==> config.mk <==
export PLATFORM = sky130hd
export DESIGN_NAME = vc_reset_seq_flat
export DESIGN_NICKNAME = d
export VERILOG_FILES = /design/src/rtl/vc_reset_seq_if.sv /design/src/rtl/vc_reset_seq.sv /design/src/flat_wrapper.sv
export SDC_FILE = /design/constraint.sdc
export NUM_CORES = 1
export LEC_CHECK = 0
export BUFFER_PORTS_ARGS = -buffer_cell sky130_fd_sc_hd__buf_2
export CORE_ASPECT_RATIO = 0.9
export CORE_MARGIN = 5
export CORE_UTILIZATION = 40
export CTS_CLUSTER_DIAMETER = 50
export CTS_CLUSTER_SIZE = 25
export DETAILED_ROUTE_END_ITERATION = 8
export HOLD_SLACK_MARGIN = 0.08
export PLACE_DENSITY = 0.62
export SLEW_MARGIN = 15
export SYNTH_ARGS = -nofsm -noshare
export SYNTH_HDL_FRONTEND = slang
export SYNTH_SLANG_ARGS = --single-unit
==> constraint.sdc <==
create_clock -name clk -period 4.4 [get_ports clk]
set_clock_uncertainty 0.05 [all_clocks]
set_input_delay 0.22 -clock clk [delete_from_list [all_inputs] [get_ports clk]]
set_output_delay 0.22 -clock clk [all_outputs]
set_load 0.02 [all_outputs]
==> src/rtl/vc_reset_seq_if.sv <==
// vc_reset_seq_if: pad/core-side signal bundle for the vc reset sequencer.
// slave = the sequencer itself, master = whatever drives the pads and core CSRs.
interface vc_reset_seq_if #(
  parameter int BOOT_W = 2
);
  logic              rst_n_in;
  logic              ena;
  logic [BOOT_W-1:0] boot_in;
  logic              wdog_en;
  logic              wdog_kick;
  logic              cpu_reset;
  logic [BOOT_W-1:0] boot_mode;
  logic              boot_valid;
  logic              wdog_fired;
  logic [1:0]        reset_cause;

  modport master (
    output rst_n_in, ena, boot_in, wdog_en, wdog_kick,
    input  cpu_reset, boot_mode, boot_valid, wdog_fired, reset_cause
  );

  modport slave (
    input  rst_n_in, ena, boot_in, wdog_en, wdog_kick,
    output cpu_reset, boot_mode, boot_valid, wdog_fired, reset_cause
  );
endinterface

==> src/rtl/vc_reset_seq.sv <==
// vc_reset_seq: synchronises pad reset/enable, stretches the core reset,
// latches boot straps on release and runs a kickable watchdog that
// re-resets the core. reset_cause records why the core was last reset.
module vc_reset_seq #(
  parameter int          SYNC_STAGES = 2,
  parameter int          STRETCH     = 16,
  parameter int          BOOT_W      = 2,
  parameter int unsigned WDOG_LIMIT  = 24'd10_000_000
) (
  input  logic           clk,
  input  logic           reset,
  vc_reset_seq_if.slave  bus
);

  localparam int CNT_W  = $clog2(STRETCH + 1);
  localparam int WCNT_W = $clog2(WDOG_LIMIT + 1);
  localparam logic [CNT_W-1:0]  CNT_LOAD = CNT_W'(STRETCH - 1);
  localparam logic [WCNT_W-1:0] WCNT_TOP = WCNT_W'(WDOG_LIMIT - 1);

  localparam logic [1:0] CAUSE_POR  = 2'b00;
  localparam logic [1:0] CAUSE_PAD  = 2'b01;
  localparam logic [1:0] CAUSE_ENA  = 2'b10;
  localparam logic [1:0] CAUSE_WDOG = 2'b11;

  typedef enum logic [2:0] {
    S_HOLD, S_STRETCH, S_SAMPLE, S_RUN, S_TRIP
  } state_t;

  state_t state, state_nxt;

  logic [SYNC_STAGES-1:0] rst_sync, ena_sync;
  logic                   rst_s, ena_s, src_ok;

  logic [CNT_W-1:0]  cnt, cnt_nxt;
  logic [WCNT_W-1:0] wcnt, wcnt_nxt;

  logic              abort_entry, sample_en, wdog_hit;

  logic              cpu_reset_q;
  logic [BOOT_W-1:0] boot_mode_q;
  logic              boot_valid_q;
  logic              wdog_fired_q;
  logic [1:0]        reset_cause_q;

  // Two-or-more flop synchronisers; power-on reset makes both sources look asserted.
  always_ff @(posedge clk or posedge reset) begin
    if (reset) begin
      rst_sync <= '0;
      ena_sync <= '0;
    end else begin
      rst_sync <= {rst_sync[SYNC_STAGES-2:0], bus.rst_n_in};
      ena_sync <= {ena_sync[SYNC_STAGES-2:0], bus.ena};
    end
  end

  assign rst_s  = rst_sync[SYNC_STAGES-1];
  assign ena_s  = ena_sync[SYNC_STAGES-1];
  assign src_ok = rst_s & ena_s;

  // State register.
  always_ff @(posedge clk or posedge reset) begin
    if (reset) state <= S_HOLD;
    else       state <= state_nxt;
  end

  // Next state: a dropped source forces HOLD from anywhere, else normal sequencing.
  always_comb begin
    state_nxt = state;
    wdog_hit  = bus.wdog_en && !bus.wdog_kick && (wcnt == WCNT_TOP);
    if (!src_ok) begin
      state_nxt = S_HOLD;
    end else begin
      case (state)
        S_HOLD:    state_nxt = S_STRETCH;
        S_STRETCH: if (cnt == '0) state_nxt = S_SAMPLE;
        S_SAMPLE:  state_nxt = S_RUN;
        S_RUN:     if (wdog_hit) state_nxt = S_TRIP;
        S_TRIP:    state_nxt = S_STRETCH;
        default:   state_nxt = S_HOLD;
      endcase
    end
  end

  // Output/datapath decode: counter next values and one-shot strobes.
  always_comb begin
    abort_entry = (state != S_HOLD) && (state_nxt == S_HOLD);
    sample_en   = (state == S_SAMPLE) && (state_nxt == S_RUN);

    // Stretch counter reloads on every entry into STRETCH, so an abort restarts the full stretch.
    cnt_nxt = cnt;
    if (state_nxt == S_STRETCH && state != S_STRETCH)
      cnt_nxt = CNT_LOAD;
    else if (state == S_STRETCH && cnt != '0)
      cnt_nxt = cnt - CNT_W'(1);

    // Watchdog only counts while staying in RUN; a kick on the limit cycle keeps us in RUN.
    wcnt_nxt = '0;
    if (state == S_RUN && state_nxt == S_RUN) begin
      if (!bus.wdog_en || bus.wdog_kick) wcnt_nxt = '0;
      else                               wcnt_nxt = wcnt + WCNT_W'(1);
    end
  end

  // Counters and registered outputs.
  always_ff @(posedge clk or posedge reset) begin
    if (reset) begin
      cnt           <= '0;
      wcnt          <= '0;
      cpu_reset_q   <= 1'b1;
      boot_mode_q   <= '0;
      boot_valid_q  <= 1'b0;
      wdog_fired_q  <= 1'b0;
      reset_cause_q <= CAUSE_POR;
    end else begin
      cnt         <= cnt_nxt;
      wcnt        <= wcnt_nxt;
      // Registered off next_state so it drops exactly on RUN entry, glitch-free.
      cpu_reset_q <= (state_nxt != S_RUN);

      if (sample_en) boot_mode_q <= bus.boot_in;

      if (abort_entry)    boot_valid_q <= 1'b0;
      else if (sample_en) boot_valid_q <= 1'b1;

      // Cause is only written on the edge that enters HOLD, never refreshed inside it.
      if (abort_entry)          reset_cause_q <= rst_s ? CAUSE_ENA : CAUSE_PAD;
      else if (state == S_TRIP) reset_cause_q <= CAUSE_WDOG;

      // Sticky trip flag; the pad reset clears it, ena does not.
      if (!rst_s)               wdog_fired_q <= 1'b0;
      else if (state == S_TRIP) wdog_fired_q <= 1'b1;
    end
  end

  assign bus.cpu_reset   = cpu_reset_q;
  assign bus.boot_mode   = boot_mode_q;
  assign bus.boot_valid  = boot_valid_q;
  assign bus.wdog_fired  = wdog_fired_q;
  assign bus.reset_cause = reset_cause_q;

endmodule

==> src/flat_wrapper.sv <==
// flat-port wrapper written by rule: the top's interface ports become plain ports
module vc_reset_seq_flat 
#(
  parameter int          SYNC_STAGES = 2,
  parameter int          STRETCH     = 16,
  parameter int          BOOT_W      = 2,
  parameter int unsigned WDOG_LIMIT  = 24'd10_000_000
)
  (clk, reset, bus_rst_n_in, bus_ena, bus_boot_in, bus_wdog_en, bus_wdog_kick, bus_cpu_reset, bus_boot_mode, bus_boot_valid, bus_wdog_fired, bus_reset_cause);
  vc_reset_seq_if #(.BOOT_W(BOOT_W)) bus_i ();
  input  logic clk;
  input  logic reset;
  input wire logic [$bits(bus_i.rst_n_in)-1:0] bus_rst_n_in;
  input wire logic [$bits(bus_i.ena)-1:0] bus_ena;
  input wire logic [$bits(bus_i.boot_in)-1:0] bus_boot_in;
  input wire logic [$bits(bus_i.wdog_en)-1:0] bus_wdog_en;
  input wire logic [$bits(bus_i.wdog_kick)-1:0] bus_wdog_kick;
  output wire logic [$bits(bus_i.cpu_reset)-1:0] bus_cpu_reset;
  output wire logic [$bits(bus_i.boot_mode)-1:0] bus_boot_mode;
  output wire logic [$bits(bus_i.boot_valid)-1:0] bus_boot_valid;
  output wire logic [$bits(bus_i.wdog_fired)-1:0] bus_wdog_fired;
  output wire logic [$bits(bus_i.reset_cause)-1:0] bus_reset_cause;
  assign bus_i.rst_n_in = bus_rst_n_in;
  assign bus_i.ena = bus_ena;
  assign bus_i.boot_in = bus_boot_in;
  assign bus_i.wdog_en = bus_wdog_en;
  assign bus_i.wdog_kick = bus_wdog_kick;
  assign bus_cpu_reset = bus_i.cpu_reset;
  assign bus_boot_mode = bus_i.boot_mode;
  assign bus_boot_valid = bus_i.boot_valid;
  assign bus_wdog_fired = bus_i.wdog_fired;
  assign bus_reset_cause = bus_i.reset_cause;
  vc_reset_seq #(.SYNC_STAGES(SYNC_STAGES), .STRETCH(STRETCH), .BOOT_W(BOOT_W), .WDOG_LIMIT(WDOG_LIMIT)) u_core (.clk(clk), .reset(reset), .bus(bus_i));
endmodule
==> flow_summary.yaml, run 1 <==
grt:
  gr-usage-all-layers: 0.132
  gr-total-overflow: 0
  grt_max_degree: 44
  grt_first_pass_wirelength_um: 7250
  antenna_found_initial: 0
  first_global_vias: 1479
setup_path:
  critPathCaptureType: "flip-flop"
  cp_slowest_cell: "o31ai_4"
  crit_type: "reg2reg"
  critPathRequiredTime_ns: 4.49
  crit_fanout: 23
  reg2reg_slack_ns: 2.04
  slowest_delay_ns: 0.89
  reg2reg_depth: 4
  start_kind: "flip-flop"
  worstPathArrival_ns: 2.45
  timing.rr.start: "u_core.wcnt[3]"
  cp_cell_sequence: "and4_1 -> nand3_1 -> o31ai_4 -> nor2_1"
  worst_r2r_endpoint: "u_core.wcnt[8]"
clock_network:
  cts_resized: 0
  htree_levels: 2
  cts_tree: "done"
  clkSinkCount: 43
  clk_latency_ns: 0.29
  ctsRootBufferMaster: "clkbuf_8"
  clockBufferDepth: 2
  cts_setup_buffers: 0
  clk_pin_slew_ns: 0.08
  cts_inserted_buffers: 5
logic_synthesis:
  postSynthAreaPerCell_sq_um: 10.4
  ys_seq_elements: 43
  synthDistinctLibCells: 43
  synth-async-reset-ratio: 1.00
  synthTopCellsByArea: "dfrtp_1 (49%), nor2_1 (3.8%), xnor2_1 (3.2%)"
  synth_edf_count: 0
  syn_area_sq_um: 2160
  netlist_instances: 207
  seq_area_frac_synth: 0.499
  synthesis.nets: 218
  ys.flop_type: "dfrtp_1"
  yosys_warnings: 0
  synth_top_area_share: 0.487
  yosysTopAreaCell: "dfrtp_1"
sta:
  fmaxAchievable_mhz: 424
  setup_viol_count_final: 0
  min_period_over_period: 0.536
  rsz0062_at_grt: "false"
  slew_violations: 0
  setup_tns_ns: 0
  tightest_slew_ns: 0.988
  maxSlewHeadroom: 0.342
  fin_crit_ns: 2.36
  finalHoldViolCount: 0
  hold_slack_ns: 0.104
layout:
  drive_gt1_frac: 0.159
  fin_nets: 236
  n_antenna_cell: 0
  syn_to_final_growth_pct: 10.1
  final_common_cell: "dfrtp_1"
  fin_cells: 293
  final_cell_mix: "dfrtp_1 (42), nor2_1 (22), nand2_1 (15)"
  fillers: 497
power_and_ir_drop:
  vdd_ir_drop_max_mv: 0.161
  finalPower_mw: 0.731
  p_leak_nw: 0.945
  power_density_nw_per_um2: 308
detailed_routing:
  first_pass_iters: 4
  wl_per_cell_um: 14.5
  postRouteAntennaNets: 0
  drtIter0Drc: 109
  drc: 0
  vias: 1594
  wl_um: 4250
  vias_per_cell: 5.44
placement:
  dpl.hpwl_um: 2990
  port_buffers: 14
  dp_cells: 282
  place_congestion: 0.779
min_path:
  whs_path_depth: 2
  hp-class: "in2reg"
  min_from: "bus_boot_in[0]"
  hold_end: "u_core.bus.boot_mode[0]"
floorplanning:
  die_area_sq_um: 6960
  initial_core_util: 0.410
  coreArea_sq_um: 5260
  die_h_um: 79.7
  io_pins: 15
  fp-row-count: 25
  die_w_um: 87.4
run_status:
  status: "finished clean"
job:
  maxCapViolCount: 0
-- worst max-delay path by stage --
stage / from / to / slack [ns] / depth (start not counted)
after detailed placement: u_core.wcnt[2] / u_core.wcnt[8] / 2.01 / 4
after global placement: u_core.wcnt[2] / u_core.wcnt[12] / 2.11 / 4
after CTS: u_core.wcnt[3] / u_core.wcnt[8] / 2.00 / 4
after global routing: u_core.wcnt[2] / u_core.wcnt[8] / 1.85 / 4
final: u_core.wcnt[3] / u_core.wcnt[8] / 2.04 / 4
after floorplan: u_core.cnt[0] / u_core.cnt[4] / 2.69 / 6
-- routing by layer --
layer  up-vias  wire length, um  track usage
li1        782                -            -
met1       764             2140        0.190
met2        44             1820        0.193
met3         4              234       0.0320
met4         0               52       0.0429
met5         -                0            0
-- flip-flops by register name, summed over array words and instances, names as in the netlist --
| register | flops |
|---|---|
| u_core.bus.boot_valid | 1 |
| u_core.bus.boot_mode | 2 |
| u_core.bus.cpu_reset | 1 |
| u_core.wcnt | 24 |
| u_core.cnt | 5 |
| u_core.ena_sync | 2 |
| u_core.bus.reset_cause | 2 |
| u_core.rst_sync | 2 |
| u_core.bus.wdog_fired | 1 |
| u_core.state | 3 |
-- through the flow --
step	util	worst slack, ns	instance area, sq um
CTS	0.452	2.00	2370
floorplan	-	2.69	2160
detailed placement	0.430	2.01	2260
global route	0.452	1.85	2370
global placement	0.430	2.11	2260
finish	0.452	2.04	2370
-- cell type report --
cell class                 instances  area, sq um  share of cell area
timing repair buffer              18          108              0.0453
sequential                        43         1080               0.454
clock inverter                     2         12.5             0.00527
inverter                           7         26.3              0.0111
multi-input combinational        150          995               0.419
clock buffer                       6         72.6              0.0306
tap                               67         83.8              0.0353
-- cell usage after synthesis, types with 2 or more instances --
library cell,count
a31oi_1,2
and3_1,2
nor4b_1,3
nor4_1,3
nand4bb_1,2
nor3_1,7
buf_6,4
a21oi_1,10
xnor2_1,8
nand4_4,2
o21ai_0,9
or3_1,9
xor2_1,7
a21oi_2,2
nand4_1,8
nand2b_1,3
o31ai_1,3
nand3_1,7
nand2_1,15
ha_1,3
and2_1,3
nor2_1,22
or4_4,2
dfrtp_1,42
nor4b_2,2
mux2_2,2
and4_1,3
inv_1,7
-- worst max-delay path: cells and delay by family, from the launching register on --
kind / cells / cell delay (ns)
and+or+nand+nor: 3 / 0.84
AOI/OAI and AO/OA: 1 / 0.89
DFF: 1 / 0.43
-- kinds of logic after synthesis --
logic type,Yosys count,share of synthesized area
XOR/XNOR,15,0.0609
multiplexers,2,0.0104
AO/OA/AOI/OAI,32,0.0969
flip-flops,43,0.499
buffers and inverters,14,0.0394
adder cells (fa/ha/maj),3,0.0174
AND/OR/NAND/NOR,98,0.276
-- power breakdown --
group / internal [mW] / total [mW] / switching (mW)
clock: 0.111 / 0.248 / 0.137
combinational: 0.0258 / 0.0584 / 0.0326
sequential: 0.410 / 0.424 / 0.0136
-- what timing repair did --
item                                    CTS  global route
endpoints found under the setup margin    0             0
endpoints found under the hold margin    44             0
hold buffers                              3             0
Note: power is estimated with default switching activity, not from simulation.
==> inputs of run 2 (changes only) <==
==> constraint.sdc (replaced) <==
create_clock -name clk -period 2.4 [get_ports clk]
set_clock_uncertainty 0.05 [all_clocks]
set_input_delay 0.12 -clock clk [delete_from_list [all_inputs] [get_ports clk]]
set_output_delay 0.12 -clock clk [all_outputs]
set_load 0.02 [all_outputs]
==> run 2 against run 1 <==
Critical path type unchanged. First-iteration DRC count up 19%. Final cell count up 1.4%. Die area unchanged. Critical endpoint is now u_core.cnt[4]. Sequential share of layout area down 0.64 points. Largest cell class unchanged. Hold slack better by 0.0018 ns.
==> flow_summary.yaml, run 2 (synthesis results as in run 1) <==
run_status:
  status: "finished clean"
setup_path:
  crit_fanout: 5
  worstPathArrival_ns: 2.13
  start_kind: "flip-flop"
  crit_type: "reg2reg"
  critPathRequiredTime_ns: 2.54
  critPathCaptureType: "flip-flop"
power_and_ir_drop:
  vdd_ir_drop_max_mv: 0.319
  power_density_nw_per_um2: 551
  finalPower_mw: 1.33
  p_leak_nw: 0.972
min_path:
  hp-class: "in2reg"
grt:
  gr-usage-all-layers: 0.131
  antenna_found_initial: 0
  grt_max_degree: 30
  gr-total-overflow: 0
  grt_first_pass_wirelength_um: 7240
  first_global_vias: 1516
floorplanning:
  coreArea_sq_um: 5260
  io_pins: 15
  die_h_um: 79.7
  fp-row-count: 25
  initial_core_util: 0.410
  die_w_um: 87.4
  die_area_sq_um: 6960
sta:
  setup_tns_ns: 0
  tightest_slew_ns: 0.720
  fmaxAchievable_mhz: 501
  slew_violations: 0
  min_period_over_period: 0.831
  rsz0062_at_grt: "false"
  setup_viol_count_final: 0
  fin_crit_ns: 1.99
  finalHoldViolCount: 0
  maxSlewHeadroom: 0.513
detailed_routing:
  postRouteAntennaNets: 0
  drtIter0Drc: 130
  first_pass_iters: 4
  vias: 1566
  wl_um: 4140
  wl_per_cell_um: 13.9
  drc: 0
  vias_per_cell: 5.27
placement:
  place_congestion: 0.762
  dpl.hpwl_um: 2960
  dpl-instance-area_sq_um: 2270
  port_buffers: 14
  dp_cells: 284
layout:
  largest_registers: "u_core.wcnt: 24 flops, u_core.cnt: 5 flops, u_core.state: 3 flops"
  largest_register: "u_core.wcnt"
  fin_nets: 240
  fin_cells: 297
  final_area_sq_um: 2410
  drive_gt1_frac: 0.174
  syn_to_final_growth_pct: 11.7
  largest_reg_flops: 24
  final_common_cell: "dfrtp_1"
  final_cell_mix: "dfrtp_1 (42), nor2_1 (22), nand2_1 (15)"
  n_antenna_cell: 0
job:
  maxCapViolCount: 0
clock_network:
  ctsRootBufferMaster: "clkbuf_8"
  htree_levels: 2
  clockBufferDepth: 2
  cts_inserted_buffers: 5
  clkSinkCount: 43
  cts_tree: "done"
  clk_latency_ns: 0.29
  clk_pin_slew_ns: 0.08
## run 2: cell types whose count changed in the layout (fill, tap and decap cells not counted)
cell and change:
buf_4 +2, clkinv_2 +2, dlygate4sd3_1 +2, clkbuf_1 -1, clkinv_1 -1, clkinvlp_4 -1
inv_2 +1
## run 2: power by group
| part | switching (mW) | leakage [nW] | internal [mW] |
|---|---|---|---|
| combinational | 0.0609 | 0.357 | 0.0496 |
| sequential | 0.0247 | 0.567 | 0.752 |
| clock | 0.242 | 0.0477 | 0.199 |
| total | 0.328 | 0.972 | 1.00 |
## run 2: final timing paths
path	startpoint	endpoint	slack, ns	cells after the start
min	bus_wdog_kick	u_core.wcnt[6]	0.11	3
max reg2reg	u_core.cnt[0]	u_core.cnt[4]	0.41	6
min reg2reg	u_core.ena_sync[0]	u_core.ena_sync[1]	0.30	0
max	u_core.cnt[0]	u_core.cnt[4]	0.41	6
max in group asynchronous	reset	u_core.wcnt[16]	1.28	4
min in group asynchronous	reset	u_core.rst_sync[1]	0.39	3
## run 2: area by class of cell
class | instances | area [sq um]
Clock buffer | 5 | 68.8
Clock inverter | 3 | 15.0
Fill cell | 502 | 2850
Inverter | 7 | 26.3
Multi-Input combinational cell | 150 | 995
Sequential cell | 43 | 1080
Tap cell | 67 | 83.8
Timing Repair Buffer | 22 | 143
## run 2: layer usage
metal  track usage  up-vias  wire, um
met5             0        -         0
met4        0.0506        0        45
met3        0.0299        5       114
met2         0.188       16      1780
met1         0.190      758      2200
li1              -      787         -
## run 2: critical path: stages (launching register included)
cell and delay, ns:
dfrtp_1 0.39, inv_1 0.07, ha_1 0.18, nor4b_2 0.18, nor4b_1 0.65, a21oi_1 0.15
a31o_1 0.21
## run 2: what timing repair did
action	CTS	global route
resized for setup	0	0
buffers inserted	0	0
hold endpoints to repair	31	0
hold buffers	5	0
## run 2: stage by stage
stage | worst slack, ns | util | hold slack [ns]
4_1_cts | 0.370 | 0.458 | 0.0972
2_1_floorplan | 0.692 | - | 0.101
3_3_place_gp | 0.515 | 0.433 | 0.179
3_5_place_dp | 0.453 | 0.433 | 0.180
6_report | 0.406 | 0.458 | 0.105
5_1_grt | 0.280 | 0.458 | 0.111
